File: src/rtl/ClintStruct.sv
// Shared constants, state enums and helpers for the AXI-lite CLINT.
package ClintStruct;

  localparam logic [15:0] MSIP_OFF     = 16'h0000;
  localparam logic [15:0] MTIMECMP_OFF = 16'h4000;
  localparam logic [15:0] MTIME_OFF    = 16'hBFF8;

  localparam logic [1:0] RESP_OKAY   = 2'b00;
  localparam logic [1:0] RESP_SLVERR = 2'b10;

  typedef enum logic [0:0] {WIdle, WResp} wstate_t;
  typedef enum logic [0:0] {RIdle, RData} rstate_t;
  typedef enum logic [1:0] {SelMsip, SelMtimecmp, SelMtime, SelNone} sel_t;

  // Decodes addr[15:3]; the low three address bits never matter.
  function automatic sel_t decode(input logic [12:0] a);
    if (a == MSIP_OFF[15:3]) return SelMsip;
    if (a == MTIMECMP_OFF[15:3]) return SelMtimecmp;
    if (a == MTIME_OFF[15:3]) return SelMtime;
    return SelNone;
  endfunction

  function automatic logic [63:0] byte_merge(input logic [63:0] cur, input logic [63:0] wdata,
                                             input logic [7:0] strb);
    logic [63:0] res;
    res = cur;
    for (int i = 0; i < 8; i++) begin
      if (strb[i]) res[8*i +: 8] = wdata[8*i +: 8];
    end
    return res;
  endfunction

endpackage

File: src/rtl/clint_timer.sv
// Prescaled 64-bit mtime counter with a strobed write port and a registered mtip compare.
module clint_timer
  import ClintStruct::*;
#(
  parameter int unsigned TICK_DIV = 1
) (
  input  logic        clk,
  input  logic        rst,
  input  logic        wr_en,
  input  logic [63:0] wr_data,
  input  logic [7:0]  wr_strb,
  input  logic [63:0] mtimecmp_next,
  output logic [63:0] mtime,
  output logic        mtip
);

  if ((TICK_DIV < 1) || (TICK_DIV > 65535)) begin : g_tick_div_check
    $error("TICK_DIV must be in 1..65535");
  end

  logic [15:0] presc_q, presc_d;
  logic [63:0] mtime_q, mtime_d;
  logic        mtip_q;
  logic        tick;

  assign tick = (presc_q == 16'(TICK_DIV - 1));

  // A bus write wins over the tick and restarts the prescale period.
  always_comb begin
    presc_d = tick ? 16'd0 : presc_q + 16'd1;
    mtime_d = tick ? mtime_q + 64'd1 : mtime_q;
    if (wr_en) begin
      presc_d = 16'd0;
      mtime_d = byte_merge(mtime_q, wr_data, wr_strb);
    end
  end

  always_ff @(posedge clk) begin
    if (rst) begin
      presc_q <= 16'd0;
      mtime_q <= 64'd0;
      mtip_q  <= 1'b0;
    end else begin
      presc_q <= presc_d;
      mtime_q <= mtime_d;
      mtip_q  <= (mtime_d >= mtimecmp_next);
    end
  end

  assign mtime = mtime_q;
  assign mtip  = mtip_q;

endmodule

File: src/rtl/axi_lite_clint.sv
// AXI-lite CLINT responder: write/read FSMs, decoder, msip and mtimecmp.
// Define CLINT_SLVERR_EN to answer unmapped offsets with SLVERR instead of OKAY.
module axi_lite_clint
  import ClintStruct::*;
#(
  parameter int unsigned ADDR_WIDTH = 64,
  parameter int unsigned DATA_WIDTH = 64,
  parameter int unsigned TICK_DIV   = 1
) (
  input  logic                  clk,
  input  logic                  rst,
  input  logic [ADDR_WIDTH-1:0] s_awaddr,
  input  logic                  s_awvalid,
  output logic                  s_awready,
  input  logic [DATA_WIDTH-1:0] s_wdata,
  input  logic [7:0]            s_wstrb,
  input  logic                  s_wvalid,
  output logic                  s_wready,
  output logic [1:0]            s_bresp,
  output logic                  s_bvalid,
  input  logic                  s_bready,
  input  logic [ADDR_WIDTH-1:0] s_araddr,
  input  logic                  s_arvalid,
  output logic                  s_arready,
  output logic [DATA_WIDTH-1:0] s_rdata,
  output logic [1:0]            s_rresp,
  output logic                  s_rvalid,
  input  logic                  s_rready,
  output logic                  mtip,
  output logic                  msip
);

  if (DATA_WIDTH != 64) begin : g_data_width_check
    $error("DATA_WIDTH must be 64");
  end

`ifdef CLINT_SLVERR_EN
  localparam logic [1:0] UnmappedResp = RESP_SLVERR;
`else
  localparam logic [1:0] UnmappedResp = RESP_OKAY;
`endif

  wstate_t     wstate_q;
  rstate_t     rstate_q;
  logic        awready_q, wready_q, bvalid_q, arready_q, rvalid_q;
  logic [1:0]  bresp_q, rresp_q;
  logic [63:0] rdata_q;
  logic        aw_held_q, w_held_q;
  logic [12:0] awaddr_q;
  logic [63:0] wdata_q;
  logic [7:0]  wstrb_q;
  logic [63:0] mtimecmp_q, mtimecmp_d;
  logic        msip_q, msip_d;
  logic [63:0] mtime;

  logic        aw_hs, w_hs, ar_hs, do_write, mtime_wr;
  logic [12:0] wr_addr;
  logic [63:0] wr_data, rd_val;
  logic [7:0]  wr_strb;
  logic [1:0]  wr_resp, rd_resp;
  sel_t        wr_sel, rd_sel;
  logic        unused_addr;

  assign unused_addr = ^{s_awaddr, s_araddr};

  // Readies are only ever high in the idle state with nothing held.
  assign aw_hs = s_awvalid & awready_q;
  assign w_hs  = s_wvalid & wready_q;
  assign ar_hs = s_arvalid & arready_q;

  assign wr_addr  = aw_hs ? s_awaddr[15:3] : awaddr_q;
  assign wr_data  = w_hs ? 64'(s_wdata) : wdata_q;
  assign wr_strb  = w_hs ? s_wstrb : wstrb_q;
  assign do_write = (wstate_q == WIdle) & (aw_held_q | aw_hs) & (w_held_q | w_hs);
  assign wr_sel   = decode(wr_addr);
  assign rd_sel   = decode(s_araddr[15:3]);
  assign wr_resp  = (wr_sel == SelNone) ? UnmappedResp : RESP_OKAY;
  assign rd_resp  = (rd_sel == SelNone) ? UnmappedResp : RESP_OKAY;
  assign mtime_wr = do_write & (wr_sel == SelMtime) & (|wr_strb);

  always_comb begin
    unique case (rd_sel)
      SelMsip:     rd_val = {63'd0, msip_q};
      SelMtimecmp: rd_val = mtimecmp_q;
      SelMtime:    rd_val = mtime;
      default:     rd_val = 64'd0;
    endcase
  end

  always_comb begin
    mtimecmp_d = mtimecmp_q;
    msip_d     = msip_q;
    if (do_write && wr_sel == SelMtimecmp) mtimecmp_d = byte_merge(mtimecmp_q, wr_data, wr_strb);
    if (do_write && wr_sel == SelMsip && wr_strb[0]) msip_d = wr_data[0];
  end

  always_ff @(posedge clk) begin
    if (rst) begin
      mtimecmp_q <= '1;
      msip_q     <= 1'b0;
    end else begin
      mtimecmp_q <= mtimecmp_d;
      msip_q     <= msip_d;
    end
  end

  always_ff @(posedge clk) begin
    if (rst) begin
      wstate_q  <= WIdle;
      awready_q <= 1'b0;
      wready_q  <= 1'b0;
      bvalid_q  <= 1'b0;
      bresp_q   <= RESP_OKAY;
      aw_held_q <= 1'b0;
      w_held_q  <= 1'b0;
      awaddr_q  <= 13'd0;
      wdata_q   <= 64'd0;
      wstrb_q   <= 8'd0;
    end else begin
      case (wstate_q)
        WIdle: begin
          if (aw_hs) begin
            aw_held_q <= 1'b1;
            awaddr_q  <= s_awaddr[15:3];
          end
          if (w_hs) begin
            w_held_q <= 1'b1;
            wdata_q  <= s_wdata;
            wstrb_q  <= s_wstrb;
          end
          if (do_write) begin
            wstate_q  <= WResp;
            bvalid_q  <= 1'b1;
            bresp_q   <= wr_resp;
            awready_q <= 1'b0;
            wready_q  <= 1'b0;
          end else begin
            awready_q <= ~(aw_held_q | aw_hs);
            wready_q  <= ~(w_held_q | w_hs);
          end
        end
        WResp: begin
          if (s_bready) begin
            wstate_q  <= WIdle;
            bvalid_q  <= 1'b0;
            aw_held_q <= 1'b0;
            w_held_q  <= 1'b0;
            awready_q <= 1'b1;
            wready_q  <= 1'b1;
          end
        end
        default: wstate_q <= WIdle;
      endcase
    end
  end

  always_ff @(posedge clk) begin
    if (rst) begin
      rstate_q  <= RIdle;
      arready_q <= 1'b0;
      rvalid_q  <= 1'b0;
      rdata_q   <= 64'd0;
      rresp_q   <= RESP_OKAY;
    end else begin
      case (rstate_q)
        RIdle: begin
          arready_q <= 1'b1;
          if (ar_hs) begin
            rstate_q  <= RData;
            arready_q <= 1'b0;
            rvalid_q  <= 1'b1;
            rdata_q   <= rd_val;
            rresp_q   <= rd_resp;
          end
        end
        RData: begin
          if (s_rready) begin
            rstate_q  <= RIdle;
            rvalid_q  <= 1'b0;
            arready_q <= 1'b1;
          end
        end
        default: rstate_q <= RIdle;
      endcase
    end
  end

  clint_timer #(
    .TICK_DIV(TICK_DIV)
  ) u_timer (
    .clk           (clk),
    .rst           (rst),
    .wr_en         (mtime_wr),
    .wr_data       (wr_data),
    .wr_strb       (wr_strb),
    .mtimecmp_next (mtimecmp_d),
    .mtime         (mtime),
    .mtip          (mtip)
  );

  assign s_awready = awready_q;
  assign s_wready  = wready_q;
  assign s_bvalid  = bvalid_q;
  assign s_bresp   = bresp_q;
  assign s_arready = arready_q;
  assign s_rvalid  = rvalid_q;
  assign s_rdata   = DATA_WIDTH'(rdata_q);
  assign s_rresp   = rresp_q;
  assign msip      = msip_q;

endmodule

File: config.mk
export PLATFORM = sky130hd
export DESIGN_NAME = axi_lite_clint
export DESIGN_NICKNAME = d
export VERILOG_FILES = /design/src/rtl/ClintStruct.sv /design/src/rtl/clint_timer.sv /design/src/rtl/axi_lite_clint.sv
export SDC_FILE = /design/constraint.sdc
export NUM_CORES = 1
export LEC_CHECK = 0
export BUFFER_PORTS_ARGS = -buffer_cell sky130_fd_sc_hd__buf_2
export CORE_MARGIN = 2
export CORE_UTILIZATION = 61
export DETAILED_ROUTE_END_ITERATION = 12
export GPL_TIMING_DRIVEN = 0
export PLACE_DENSITY_LB_ADDON = 0.05
export SYNTH_ARGS = -nofsm -noshare
export SYNTH_HDL_FRONTEND = slang
export SYNTH_SLANG_ARGS = --single-unit
File: constraint.sdc
create_clock -name clk -period 10.7 [get_ports clk]
set_input_delay 2.14 -clock clk [delete_from_list [all_inputs] [get_ports clk]]
set_output_delay 2.14 -clock clk [all_outputs]
set_load 0.02 [all_outputs]
# == Yosys cells after proc, flatten, opt, wreduce, memory -nomap -nowiden ==
# Index checks and enable logic that the tools add are counted.
# classes
add_sub_neg,2
magnitude_cmp,1
n_eq_ne,14
muxes,71
bitwise,13
n_reduce_logical,15
# op_table
operator,n
64-bit two-way mux,4
64-bit case mux with 3 select lines,1
8-bit two-way mux,17
64-bit by 1-bit adder with 64-bit output (second input constant),1
64-bit greater-or-equal comparator,1
1-bit two-way mux,27
13-bit by 12-bit equality test with 1-bit output (second input constant),2
13-bit equality test (second input constant),2
13-bit logical NOT,2
2-bit two-way mux,12
1-bit case mux with 2 select lines,9
16-bit by 1-bit adder with 16-bit output (second input constant),1
16-bit logical NOT,1
13-bit two-way mux,1
2-bit != test (second input constant),6
2-bit AND reduction,5
8-bit OR reduction,1
1-bit AND,7
2-bit by 1-bit equality test with 1-bit output (second input constant),2
2-bit equality test (second input constant),2
2-bit logical NOT,2
1-bit inverter,4
1-bit logical AND,3
3-bit OR reduction,1
1-bit OR,2
# word_totals
register_bits,304
input_bits,207
out_inout_bits,75
elab_cells,134

# == Logic depth before layout (Yosys ltp) ==
# Gate-level depths: netlist (run 1).
# logic_depth
ltp_word,15
depth_mapped,16
mapped_depth_nobuf,15

# == Cells and area by module ==
# Synthesis (run 1) repeated with hierarchy kept, for this count alone.
# unflattened
hier_cells,2024
hier_area_um2,17808.3
# modules_own_cells
mod,n_inst,cells_per_inst,area_per_inst_um2,seq_area_each_um2
axi_lite_clint,1,1105,10606.4,4464.3
clint_timer,1,919,7201.9,1621.6

# == Worst setup path before layout (run 1) ==
# OpenSTA, ideal clock, no wires.
# synth_timing
kind,in2reg
start,input port s_wvalid
end,register u_timer.mtip_q (netlist: u_timer.mtip)
setup_ns,0.125
arrival_time_ns,5.247
required_time_ns,10.575
slack_ns,5.328
path_stages,15
n_path_buf,4
cell_sequence,nand2_1 buf_2 buf_2 buf_1 buf_1 mux2i_1 o32a_1 o21ai_0 ha_1 a21oi_1 nor2_1 a211oi_1 o2111ai_1 a211oi_1 o41ai_1
# synth_via
elab_chain_len,7
word_cells_on_any_way,28
cone_classes,1 x order compare; 20 x mux; 5 x bitwise; 2 x reduce/logical
# synth_lines
item,line_no,rtl
from (decl),axi_lite_clint.sv:17,"input logic s_wvalid,"
1-bit AND (*),axi_lite_clint.sv:68,assign w_hs = s_wvalid & wready_q;
1-bit OR,axi_lite_clint.sv:74,assign do_write = (wstate_q == WIdle) & (aw_held_q | aw_hs) & (w_held_q | w_hs);
1-bit AND,axi_lite_clint.sv:74,
1-bit AND (2 in series),axi_lite_clint.sv:79,assign mtime_wr = do_write & (wr_sel == SelMtime) & (|wr_strb);
64-bit two-way mux (*),clint_timer.sv:32,if (wr_en) begin
named net u_timer.mtime_d[9],clint_timer.sv:22,"logic [63:0] mtime_q, mtime_d;"
64-bit greater-or-equal comparator (*),clint_timer.sv:46,mtip_q <= (mtime_d >= mtimecmp_next);
to (signal assigned),clint_timer.sv:46,
to (decl),clint_timer.sv:23,logic mtip_q;
# Mark *: on every way through the listed nets, which the timed path passes. The rest lies on a longest branch.
# A chain may end at the register's enable or synchronous reset.

# == Final worst setup path (run 1) ==
# layout_timing
start,input port s_awvalid
end,register u_timer.mtip_q (netlist: u_timer.mtip)
# layout_via
elab_chain_len,14
word_cells_on_any_way,27
cone_classes,1 x order compare; 4 x eq/ne; 14 x mux; 6 x bitwise; 2 x reduce/logical
# layout_lines
item,line_no,rtl
from (decl),axi_lite_clint.sv:13,"input logic s_awvalid,"
1-bit AND (*),axi_lite_clint.sv:67,assign aw_hs = s_awvalid & awready_q;
13-bit two-way mux,--,
13-bit equality test,ClintStruct.sv:19,if (a == MTIME_OFF[15:3]) return SelMtime;
1-bit two-way mux (2 in series),ClintStruct.sv:19,
1-bit two-way mux,ClintStruct.sv:18,if (a == MTIMECMP_OFF[15:3]) return SelMtimecmp;
2-bit two-way mux,ClintStruct.sv:20,return SelNone;
2-bit two-way mux,ClintStruct.sv:19,
2-bit two-way mux,ClintStruct.sv:18,
2-bit equality test,axi_lite_clint.sv:79,
1-bit AND (*) (2 in series),axi_lite_clint.sv:79,
64-bit two-way mux (*),clint_timer.sv:32,
named net u_timer.mtime_d[9],clint_timer.sv:22,
64-bit greater-or-equal comparator (*),clint_timer.sv:46,
# Mark *: on every way through the listed nets, which the timed path passes. The rest lies on a longest branch. The select of a mux whose other input is x is not followed.

==> out/results.ini, run 1 <==
[timing]
post-route-worst-setup-slack_ns = 3.306
fmax_mhz = 135.2
hold_viol_final = 0
maxSlewViolCount = 8
timing.slew.headroom = -0.01667
fin_worst_skew_ns = 0.03023
rsz0062_at_grt = no
setup_viol = 0
fin_setup_tns_ns = 0
post-route-period-util = 0.6910
period_minus_slack_ns = 7.394
tightest_slew_ns = 1.511

[drt]
first_iter_violations = 2621
wl_per_cell_microns = 25.52
drc = 0
viasPerCell = 7.027
dr.pass1.iters = 7
vias = 18220
drtAntennaViolNets = 0
wl_microns = 66180

[placed_design]
dpl.hpwl_microns = 47920
pre_cts_slack_ns = 3.236
port_buffers = 174
place.gp.congestion = 1.009

[global_routing]
grt_antenna_before_repair = 2
grt_util_all_layers = 0.4576
grt.overflow.total = 0
grt_pass1_vias = 17220
grt_max_degree = 16
grt_pass1_wl_microns = 98990

[worst_setup_path]
cp.arrival_ns = 7.77
startpoint_type = input port
critPathRequiredTime_ns = 11.08
setup.worst_path.end_class = flip-flop
critical_path_class = in -> reg
critPathMaxFanout = 10

[yosys]
synth_warnings = 0
seq_area_frac_synth = 0.3716
ys.flop_type = dfxtp_1
syn_inst = 2006
syn-mean-instance-area_sq_um = 8.165
synth_xor_xnor_area_share = 0.008021
synthDistinctLibCells = 79
ys_ff_latch = 304
async_reset_ff_frac = 0
synth_top_family_by_area = simple AND/OR/NAND/NOR gates
synth-edff-count = 0
synth.mux.area_fraction = 0.08541
synth_compound_area_frac = 0.1934
synth-simple-area-share = 0.2484
yosys.area_share.adder = 0.05118
netlist_area_sq_um = 16380

[floorplanning]
die_area_sq_um = 28180
coreArea_sq_um = 26210
start_util = 0.6250
dieWidth_microns = 167.9
ioPinCount = 282
rows = 59
die_h_microns = 167.9

[power_and_ir_drop]
swShare = 0.2901
total_power_mw = 2.897
leakage_nw = 7.815
pwr_density_cell_nw_per_um2 = 152.1
power.net_switching_mw = 0.8405
internal-power_mw = 2.057
ir_drop_mv = 0.1881
clock_power_share = 0.441
comb_power_share = 0.144
pwr-share-seq = 0.415

[clock_network]
clkLatencyLatePin_ns = 0.55
cts.sinks = 304
hold_buffers = 0
htreeDepth = 2
cts_buffer_depth = 3
clkSlewWorstSetupHoldPaths_ns = 0.07
ctsResizeCount = 0
post_cts_buffers = 0
numCtsBuffers = 34
cts-root-buf = clkbuf_16
cts_tree = yes

[status]
violations = max-capacitance violations, max-slew violations
outcome = finished, violations left

[cells_and_area]
layout_common_cells = dfxtp_1 (304), nor2_1 (266), nand2_1 (212)
layout_commonest_cell = dfxtp_1
drive_gt1_frac = 0.1459
fin_nets = 2504
area_delta_synth_final_pct = 16.33
final_core_util = 0.7270

[worst_hold_path]
worstHoldPathType = reg -> reg

[flow_run]
drv_cap = 1

## synth_stat cells (8+ instances only)
library cell | n | share of area
nand4_1 | 54 | 0.021
xnor2_1 | 9 | 0.0048
dfxtp_1 | 304 | 0.37
buf_1 | 16 | 0.0037
nand3_1 | 49 | 0.015
nor2_1 | 267 | 0.061
and3_1 | 22 | 0.0084
a31oi_1 | 13 | 0.0050
mux2_2 | 30 | 0.021
o21a_1 | 8 | 0.0037
nand2_1 | 212 | 0.049
mux2i_1 | 106 | 0.065
or3_1 | 10 | 0.0038
clkbuf_1 | 105 | 0.024
o21ai_0 | 75 | 0.023
buf_2 | 11 | 0.0034
nor3_1 | 119 | 0.036
o22ai_1 | 11 | 0.0042
a21o_1 | 10 | 0.0046
o31ai_1 | 9 | 0.0041
o32a_1 | 10 | 0.0061
inv_1 | 33 | 0.0076
and4_1 | 17 | 0.0091
a21oi_1 | 130 | 0.040
ha_1 | 67 | 0.051
a211oi_1 | 30 | 0.014
a2111oi_0 | 13 | 0.0070
a32oi_1 | 12 | 0.0064
and2_1 | 13 | 0.0050
a221oi_1 | 65 | 0.035
nor4_1 | 54 | 0.021
## path summary, 6_finish.rpt
path                            slack (ns)      endpoint         from  cells past startpoint
worst max register to register        4.63  u_timer.mtip    s_awready                     16
worst max-delay path                  3.31  u_timer.mtip    s_awvalid                     17
worst min-delay path                  0.46   wdata_q[12]  wdata_q[12]                      2
worst min register to register        0.46   wdata_q[12]  wdata_q[12]                      2
## layout make-up
class | count | area [sq um]
Multi-Input combinational cell | 1533 | 9687
Tap cell | 335 | 419.2
Sequential cell | 304 | 6086
Clock buffer | 42 | 952.2
Fill cell | 2024 | 7154
Inverter | 34 | 127.6
Timing Repair Buffer | 185 | 963.4
Antenna cell | 3 | 7.507
Clock inverter | 19 | 254.0
Buffer | 138 | 555.5
## power groups by stage
stage	Clock, mW	Sequential [mW]	Combinational, mW
5_1_grt	1.31	1.21	0.435
4_1_cts	1.27	1.20	0.399
6_report	1.28	1.20	0.417
3_5_place_dp	0	1.23	0.394
2_1_floorplan	0	1.24	0.214
3_3_place_gp	0	1.22	0.383
## cell families (layout without fill, tap and decap cells)
group / count (synthesis) / after routing
muxes: 136 / 136
and+or+nand+nor: 853 / 853
AOI/OAI and AO/OA: 458 / 458
other: 1 / 7
DFF: 304 / 304
xor gates and xnor gates: 15 / 15
buffers and inverters: 172 / 418
adders and majority gates: 67 / 67
## metal layers
layer | track usage | part of all wire | up-vias
met1 | 0.5644 | 0.37 | 8460
met3 | 0.1239 | 0.13 | 355
li1 | - | - | 7938
met2 | 0.7107 | 0.43 | 1465
met5 | 0 | 0.00021 | -
met4 | 0.2900 | 0.075 | 2
## critical path, cell delays in order
cell and delay, ns:
buf_2 0.12, and2_0 0.25, nor3_1 0.37, a21o_1 0.24, clkbuf_1 0.61, nand3_1 0.38
clkbuf_1 0.46, clkbuf_1 0.52, a21oi_1 0.30, o21ai_0 0.11, ha_1 0.31, a21oi_1 0.15
nor2_1 0.07, a211oi_1 0.42, o2111ai_1 0.31, a211oi_1 0.79, o41ai_1 0.21
## flip-flops by register name, indices dropped and copies added, names as in the netlist
name / flops
w_held_q: 1
s_arready: 1
awaddr_q: 13
rstate_q: 1
s_rvalid: 1
u_timer.mtip: 1
s_bvalid: 1
s_rdata: 64
wstate_q: 1
s_wready: 1
mtimecmp_q: 64
s_awready: 1
wstrb_q: 8
u_timer.mtime: 64
u_timer.presc_q: 16
wdata_q: 64
msip: 1
aw_held_q: 1
## metrics by stage
| step | cell area (sq um) | instances | hold WS (ns) |
|---|---|---|---|
| 2_1_floorplan | 16390 | 2009 | 0.4329 |
| 3_3_place_gp | 17680 | 2518 | 0.4383 |
| 3_5_place_dp | 17810 | 2529 | 0.4495 |
| 4_1_cts | 19010 | 2590 | 0.4577 |
| 5_1_grt | 19040 | 2590 | 0.4969 |
| 6_report | 19050 | 2593 | 0.4609 |
Power figures use the tool's default switching activity.
==> inputs of run 2 (changes only) <==
CORE_UTILIZATION = 51   (was 61)
clock period = 6.7 ns   (was 10.7 ns; I/O delays follow)
==> run 2 against run 1 <==
The run ends with max-capacitance violations left; sequential power up 60%; largest power group unchanged; critical path type unchanged; critical path depth did not move; count of clock-buffer cells in the layout is 5 higher; routed wire length down 0.42%; clock skew down 0.015 ns; non-clock buffer count up 1; utilization shrank 12 points; clock power rose by 53%; cell area up 0.14%; sequential share of layout area hardly changed; combinational power rose by 58%.
==> out/results.ini, run 2 (synthesis results as in run 1) <==
[timing]
period_minus_slack_ns = 6.222
fin_hold_ws_ns = 0.4533  ; -0.007577 ns
hold_viol_final = 0  ; unchanged
timing.slew.headroom = 0.01872  ; +0.03539
tightest_slew_ns = 1.458  ; -0.05260 ns
fin_worst_skew_ns = 0.01546  ; -0.01477 ns
setup_viol = 0  ; unchanged
fmax_mhz = 160.7
post-route-period-util = 0.9286
rsz0062_at_grt = no
maxSlewViolCount = 0  ; -8

[worst_setup_path]
reg2regPathDepth = 16  ; unchanged
worstReg2RegStart = s_awready
critPathMaxFanout = 10  ; unchanged
critPathRequiredTime_ns = 7.07  ; -4.01 ns
setup.worst_path.end_class = flip-flop
crit_start = s_awvalid
cp.arrival_ns = 6.59  ; -1.18 ns
r2r-end = u_timer.mtip
critical_path_class = in -> reg
startpoint_type = input port
reg2reg_slack_ns = 1.08  ; -3.55 ns

[drt]
wl_microns = 65900  ; -0.42%
viasPerCell = 6.559  ; -6.6%
first_iter_violations = 1914  ; -27%
met2_length_microns = 28730  ; +1.3%
wl_met1_microns = 26920  ; +11%
vias = 17440  ; -4.3%
drtAntennaViolNets = 0  ; unchanged
dr.pass1.iters = 8  ; +1
wl_per_cell_microns = 24.79  ; -2.9%
wl_met3_microns = 6400  ; -26%
highest_layer = met4
drc = 0  ; unchanged

[global_routing]
grt_pass1_vias = 16440  ; -4.5%
grt_pass1_wl_microns = 98020  ; -0.98%
grt_max_degree = 15  ; -1
grt_antenna_before_repair = 1  ; -1
grt_util_all_layers = 0.3828  ; -0.07482
grt.overflow.total = 0  ; unchanged

[cells_and_area]
stdcell_area_sq_um = 19080  ; +0.14%
diodes = 0  ; -3
fillCellCount = 2990  ; +48%
drive_gt1_frac = 0.1441  ; -0.001838
layout_commonest_cell = dfxtp_1
area_delta_synth_final_pct = 16.49
fin_nets = 2506  ; +0.080%
layout_common_cells = dfxtp_1 (304), nor2_1 (266), nand2_1 (212)

[floorplanning]
start_util = 0.5190  ; -0.1059
dieWidth_microns = 183.2  ; +9.1%
rows = 65  ; +10%
die_area_sq_um = 33560  ; +19%
coreArea_sq_um = 31560  ; +20%
ioPinCount = 282  ; unchanged
die_h_microns = 183.2  ; +9.1%

[status]
violations = max-capacitance violations
outcome = finished, violations left

[clock_network]
cts_buffer_depth = 3  ; unchanged
cts.sinks = 304  ; unchanged
numCtsBuffers = 35  ; +2.9%
cts-root-buf = clkbuf_16
cts_tree = yes
clkSlewWorstSetupHoldPaths_ns = 0.06  ; about the same
htreeDepth = 2  ; unchanged
clkLatencyLatePin_ns = 0.52  ; -0.03 ns

[placed_design]
place.gp.congestion = 0.9964  ; -1.3%
port_buffers = 174  ; unchanged
dpl.hpwl_microns = 49190  ; +2.7%
dpl_cell_area_sq_um = 17900  ; +0.50%

[worst_hold_path]
worstHoldPathType = reg -> reg
worstHoldPathCells = 2  ; unchanged
hold_start = wdata_q[32]
whs_endpoint = wdata_q[32]

[power_and_ir_drop]
pwr_density_cell_nw_per_um2 = 237.9  ; +56%
ir_drop_mv = 0.2415  ; +28%
leakage_nw = 7.806  ; -0.11%

[flow_run]
drv_cap = 1  ; unchanged

## run 2: critical path: stages
cell	delay, ns
buf_2	0.13
and2_0	0.24
nor3_1	0.31
a21o_1	0.24
clkbuf_1	0.62
nand3_1	0.40
clkbuf_1	0.46
clkbuf_1	0.48
a21oi_1	0.28
o21ai_0	0.12
ha_1	0.32
a21oi_1	0.15
nor2_1	0.06
a211oi_1	0.38
o2111ai_1	0.32
a211oi_2	0.54
o41ai_1	0.19
## run 2: cell type report
class                   count  area [sq um]  share of cell area
plain buffers             138         555.5             0.02912
clock buffers              47         993.5             0.05207
clock inverters            14         160.2            0.008394
inverters                  34         127.6            0.006689
multi-input cells        1533          9687              0.5077
flip-flops and latches    304          6086              0.3190
well taps                 402         503.0             0.02636
repair buffers            186         967.2             0.05069
## run 2: where the power goes
part	total, mW	leakage (nW)	internal [mW]	switching, mW
Combinational	0.660	4.77	0.193	0.467
Clock	1.96	0.561	1.16	0.800
Sequential	1.92	2.47	1.88	0.0399
## run 2: how the worst max path moves through the flow
stage	endpoint	slack, ns	cells past startpoint
after floorplan	u_timer.mtip	2.13	15
after global routing	u_timer.mtip	0.25	17
final	u_timer.mtip	0.48	17
after CTS	u_timer.mtip	0.52	16
after global placement	u_timer.mtip	-0.52	15
after detailed placement	u_timer.mtip	0.0002	16
## run 2: through the flow
step	total power [mW]	worst slack, ns	std cells	TNS [ns]	util
after floorplan	2.329	2.128	2009	0	-
after global placement	2.575	-0.5157	2585	-0.5157	0.5629
after detailed placement	2.591	0.0001985	2595	0	0.5671
after CTS	4.515	0.5171	2656	0	0.6037
after global routing	4.649	0.2472	2658	0	0.6046
final	4.539	0.4782	2658	0	0.6046
## run 2: repair_timing
item,CTS,global route
setup endpoints to repair,0,1
setup buffers,0,0
hold buffers,0,0
endpoints found under the hold margin,0,0
resized for setup,0,1
## run 2: layer usage
layer	vias up	GRT usage
met5	-	0
met4	0	0.1882
met3	216	0.07546
met2	980	0.6092
met1	8310	0.4973
li1	7929	-
